$ cat config.mk
export PLATFORM = sky130hd
export DESIGN_NAME = lcd_bus_receiver
export DESIGN_NICKNAME = d
export VERILOG_FILES = /design/src/rtl/lcd_bus_receiver.sv
export SDC_FILE = /design/constraint.sdc
export NUM_CORES = 1
export LEC_CHECK = 0
export CAP_MARGIN = 40
export CELL_PAD_IN_SITES_DETAIL_PLACEMENT = 0
export CELL_PAD_IN_SITES_GLOBAL_PLACEMENT = 1
export CORE_MARGIN = 2
export CORE_UTILIZATION = 40
export DETAILED_ROUTE_END_ITERATION = 16
export GPL_ROUTABILITY_DRIVEN = 0
export PLACE_DENSITY_LB_ADDON = 0.15
export SLEW_MARGIN = 5
export SYNTH_ARGS = -nofsm -noshare
export SYNTH_HDL_FRONTEND = slang
export SYNTH_SLANG_ARGS = --single-unit
$ cat constraint.sdc
create_clock -name clk -period 4.15 [get_ports clk]
set_clock_uncertainty 0.1 [all_clocks]
set_input_delay 0.83 -clock clk [delete_from_list [all_inputs] [get_ports clk]]
set_output_delay 0.83 -clock clk [all_outputs]
set_load 0.05 [all_outputs]
$ cat src/rtl/lcd_bus_receiver.sv
// Panel-side receiver for an 8080-style LCD write bus: synchronizes the bus,
// captures bytes on strobe rising edges, queues tokens and tracks panel state.
module lcd_bus_receiver #(
    parameter int FIFO_DEPTH  = 4,
    parameter int SYNC_STAGES = 2
) (
    input  logic        clk,
    input  logic        rst,
    input  logic [7:0]  data_in,
    input  logic        data_command,
    input  logic        send_data,
    input  logic        disp_cs,
    input  logic        disp_reset,
    output logic        tok_valid,
    input  logic        tok_ready,
    output logic [7:0]  tok_data,
    output logic        tok_is_cmd,
    output logic [3:0]  tok_param_idx,
    output logic [7:0]  last_cmd,
    output logic        sleep_out,
    output logic        display_on,
    output logic [7:0]  pixel_format,
    output logic        overflow,
    output logic [15:0] byte_count
);

    localparam int AW = $clog2(FIFO_DEPTH);
    localparam int TW = 13;

    logic [SYNC_STAGES-1:0][11:0] sync_q;
    logic [11:0]    busS;
    logic [7:0]     dataS;
    logic           dcS, sendS, csS, rstnS;

    logic           sendPrev_q;
    logic [AW:0]    wrPtr_q, wrPtr_d, rdPtr_q, rdPtr_d;
    logic [TW-1:0]  mem_q [FIFO_DEPTH];
    logic [TW-1:0]  headLast_q, headLast_d;
    logic [TW-1:0]  headTok, tokIn;
    logic [7:0]     lastCmd_q, lastCmd_d;
    logic [7:0]     pixFmt_q, pixFmt_d;
    logic           sleep_q, sleep_d;
    logic           dispOn_q, dispOn_d;
    logic           overflow_q, overflow_d;
    logic [15:0]    byteCount_q, byteCount_d;
    logic [3:0]     param_q, param_d;

    logic           strobeRise, capture, pop, push, empty, full;

    // All bus signals share one synchronizer chain so byte, select and strobe stay aligned.
    always_ff @(posedge clk or posedge rst) begin
        if (rst) begin
            sync_q <= '0;
        end else begin
            sync_q[0] <= {disp_reset, disp_cs, send_data, data_command, data_in};
            for (int i = 1; i < SYNC_STAGES; i++) begin
                sync_q[i] <= sync_q[i-1];
            end
        end
    end

    assign busS  = sync_q[SYNC_STAGES-1];
    assign dataS = busS[7:0];
    assign dcS   = busS[8];
    assign sendS = busS[9];
    assign csS   = busS[10];
    assign rstnS = busS[11];

    assign empty   = (wrPtr_q == rdPtr_q);
    assign full    = (wrPtr_q[AW] != rdPtr_q[AW]) && (wrPtr_q[AW-1:0] == rdPtr_q[AW-1:0]);
    assign headTok = empty ? headLast_q : mem_q[rdPtr_q[AW-1:0]];
    assign tokIn   = {~dcS, (dcS ? param_q : 4'd0), dataS};

    always_comb begin
        strobeRise  = sendS & ~sendPrev_q;
        capture     = strobeRise & ~csS & rstnS;
        pop         = ~empty & tok_ready;
        push        = capture & (~full | pop);

        wrPtr_d     = wrPtr_q + {{AW{1'b0}}, push};
        rdPtr_d     = rdPtr_q + {{AW{1'b0}}, pop};
        headLast_d  = pop ? headTok : headLast_q;
        lastCmd_d   = lastCmd_q;
        pixFmt_d    = pixFmt_q;
        sleep_d     = sleep_q;
        dispOn_d    = dispOn_q;
        overflow_d  = overflow_q | (capture & full & ~pop);
        byteCount_d = byteCount_q;
        param_d     = param_q;

        if (capture) begin
            if (byteCount_q != 16'hFFFF) begin
                byteCount_d = byteCount_q + 16'd1;
            end
            if (!dcS) begin
                lastCmd_d = dataS;
                param_d   = 4'd0;
                case (dataS)
                    8'h11: sleep_d  = 1'b1;
                    8'h10: sleep_d  = 1'b0;
                    8'h29: dispOn_d = 1'b1;
                    8'h28: dispOn_d = 1'b0;
                    8'h01: begin
                        sleep_d  = 1'b0;
                        dispOn_d = 1'b0;
                        pixFmt_d = 8'h00;
                    end
                    default: ;
                endcase
            end else begin
                if (param_q == 4'd0 && lastCmd_q == 8'h3A) begin
                    pixFmt_d = dataS;
                end
                if (param_q != 4'd15) begin
                    param_d = param_q + 4'd1;
                end
            end
        end

        // Panel reset flushes the queue and state but keeps the sticky overflow flag.
        if (!rstnS) begin
            rdPtr_d     = wrPtr_q;
            wrPtr_d     = wrPtr_q;
            lastCmd_d   = 8'h00;
            pixFmt_d    = 8'h00;
            sleep_d     = 1'b0;
            dispOn_d    = 1'b0;
            byteCount_d = 16'h0000;
            param_d     = 4'd0;
        end
    end

    always_ff @(posedge clk or posedge rst) begin
        if (rst) begin
            sendPrev_q  <= 1'b0;
            wrPtr_q     <= '0;
            rdPtr_q     <= '0;
            headLast_q  <= '0;
            lastCmd_q   <= 8'h00;
            pixFmt_q    <= 8'h00;
            sleep_q     <= 1'b0;
            dispOn_q    <= 1'b0;
            overflow_q  <= 1'b0;
            byteCount_q <= 16'h0000;
            param_q     <= 4'd0;
        end else begin
            sendPrev_q  <= sendS;
            wrPtr_q     <= wrPtr_d;
            rdPtr_q     <= rdPtr_d;
            headLast_q  <= headLast_d;
            lastCmd_q   <= lastCmd_d;
            pixFmt_q    <= pixFmt_d;
            sleep_q     <= sleep_d;
            dispOn_q    <= dispOn_d;
            overflow_q  <= overflow_d;
            byteCount_q <= byteCount_d;
            param_q     <= param_d;
        end
    end

    always_ff @(posedge clk) begin
        if (push) begin
            mem_q[wrPtr_q[AW-1:0]] <= tokIn;
        end
    end

    assign tok_valid     = ~empty;
    assign tok_is_cmd    = headTok[12];
    assign tok_param_idx = headTok[11:8];
    assign tok_data      = headTok[7:0];
    assign last_cmd      = lastCmd_q;
    assign sleep_out     = sleep_q;
    assign display_on    = dispOn_q;
    assign pixel_format  = pixFmt_q;
    assign overflow      = overflow_q;
    assign byte_count    = byteCount_q;

endmodule

==> results.tsv <==
metric	value	unit
status	finished, final reports clean	
final_area	7080	um^2
synth.yosys.warnings	0	
final_common_cell	dfrtp_1	
wl_met1	5670	um
cts.reportedPaths.clkPinSlew	0.06	ns
synth_nets	415	
ys_ff_latch	135	
grt_max_degree	46	
synth_edf_count	52	
grt_overflow_total	0	
rsz0062_at_grt	no	
synth-seq-area-share	0.647	
cts_buffers	17	
gr-usage-all-layers	0.169	
ios	64	
setup_tns	0	ns
finalMaxSlewViolations	0	
synth_area_per_cell	14.3	um^2
num-nets-final	490	
drtIter0Drc	170	
synth_flop_cell	dfrtp_1	
grt_pass1_wl	18700	um
leakagePower	2.85	nW
crit_required	3.22	ns
wirelength	11800	um
viasPerCell	5.27	
synth_async_sr_flop_share	0.615	
numClockSinks	135	
routed-wl-met2	5480	um
portBuffers	63	
path_class	flop to primary output	
hold_viol	0	
routed.top_layer	met4	
crit_arrival	2.77	ns
finalWorstSetupSlack	0.450	ns
fmax	0.270	GHz
powerDensity	639	nW/um^2
fin_util	0.512	
wl_met3	495	um
vdd_drop_max	0.337	mV
initial_utilization	0.407	
yosys.area.top_type	dfrtp_1	
vias	3481	
row_count	43	
clock_latency	0.42	ns
first_pass_iters	4	
diodes	0	
layout-drive-gt1-share	0.214	
min_path_type	flop to flop	
hpwl	7870	um
detailed_place.area	6450	um^2
maxCapViolations	0	
slew-limit-headroom	0.456	
setup_viol	0	
synth_top_area_frac	0.369	
min_period_over_period	0.892	
drc_errors	0	
wl_per_cell	17.9	um
die_area	15000	um^2
die_height	123	um
holdWs	0.247	ns
cts_setup_buffers	0	
tritoncts	built	
cp_max_fo	11	
syn2layout_area_growth	25.9	%
cts_resized	0	
finalWorstPathRequiredPeriod	3.70	ns
antenna_left	0	
antenna_found_initial	0	
cts_root_buf	clkbuf_16	
grt_pass1_vias	3460	
synth_area_leaders	dfrtp_1 (37%), edfxtp_1 (28%), mux2_2 (5.2%), mux4_2 (5.2%), nand2_1 (2.9%)	
htreeDepth	4	
netlist_area	5620	um^2
post-place-ws	0.848	ns
coreArea	13800	um^2
cts_buffer_depth	2	
syn_inst	393	
die_x	123	um
crit_path_end_kind	primary output	
startpoint_type	flop	
cts_hold_buf	0	
ys_types	52	
layout_common_cells	dfrtp_1 (83), clkdlybuf4s50_1 (52), edfxtp_1 (52)	
max_slew.worst_pin.slew	0.815	ns
-- layer usage --
| layer | vias up | GRT usage |
|---|---|---|
| met1 | 1765 | 0.238 |
| met5 | - | 0 |
| met4 | 0 | 0.0690 |
| met2 | 81 | 0.254 |
| li1 | 1622 | - |
| met3 | 13 | 0.0404 |
-- Yosys cell counts (2+ instances only) --
| cell type | n |
|---|---|
| nor3_2 | 2 |
| nor4_4 | 2 |
| mux2_2 | 26 |
| and2_1 | 3 |
| dfrtp_1 | 83 |
| nor2_1 | 16 |
| a31oi_1 | 2 |
| nor3_1 | 3 |
| xnor2_1 | 6 |
| o21ai_0 | 8 |
| edfxtp_1 | 52 |
| or4_4 | 3 |
| or3_1 | 4 |
| mux4_2 | 13 |
| nand3_1 | 11 |
| xor2_1 | 7 |
| a211oi_1 | 3 |
| nand2_1 | 43 |
| and4_1 | 2 |
| ha_1 | 7 |
| a21o_1 | 8 |
| nor3b_1 | 2 |
| clkbuf_1 | 7 |
| buf_4 | 3 |
| a22o_1 | 7 |
| nor4_1 | 9 |
| buf_2 | 5 |
| or4bb_1 | 2 |
| a21oi_1 | 14 |
| nand4_1 | 6 |
| inv_1 | 13 |
-- critical path, stage by stage, from the launching register on --
cell             delay (ns)
dfrtp_1                0.77
mux4_2                 0.60
mux2_2                 0.28
clkdlybuf4s50_1        0.70
-- area by class of cell --
type	count	area, um^2
multi-input combinational	229	1850
tap	180	225
clock buffer	21	460
sequential	135	3640
timing repair buffer	72	683
inverter	13	50.0
fill	1164	6750
clock inverter	11	173
-- kinds of logic after synthesis --
family | synth area share
AO/OA/AOI/OAI | 0.0712
XOR/XNOR | 0.0202
adder cells (fa/ha/maj) | 0.0156
buffers and inverters | 0.0238
flip-flops | 0.647
multiplexers | 0.106
AND/OR/NAND/NOR | 0.116
-- worst paths after layout --
kind / startpoint / end / slack [ns] / cells past startpoint
max: rdPtr_q[0] / tok_data[6] / 0.45 / 3
min: sync_q[8] / busS[8] / 0.25 / 0
max reg2reg: rdPtr_q[0] / rdPtr_q[2] / 1.18 / 9
min reg2reg: sync_q[8] / busS[8] / 0.25 / 0
max in group asynchronous: rst / headLast_q[12] / 2.53 / 3
min in group asynchronous: rst / byte_count[1] / 0.74 / 2
-- power breakdown --
group	leakage, nW	switching, mW	internal (mW)
Clock	0.298	0.557	1.04
Sequential	1.54	0.116	1.50
Combinational	1.02	0.772	0.540
-- stage by stage --
stage | power [mW] | std cells
after global routing | 4.71 | 661
after floorplan | 2.60 | 393
after global placement | 2.96 | 629
after detailed placement | 2.97 | 629
after CTS | 4.57 | 661
final | 4.53 | 661
-- sequential cells by signal (all words and copies together) (netlist names) --
signal and cells:
busS 12, byte_count 16, display_on 1, headLast_q 13, last_cmd 8, mem_q 52, overflow 1, param_q 4
pixel_format 8, rdPtr_q 3, sendPrev_q 1, sleep_out 1, sync_q 12, wrPtr_q 3
No activity file was read; power rests on OpenSTA's default activity.
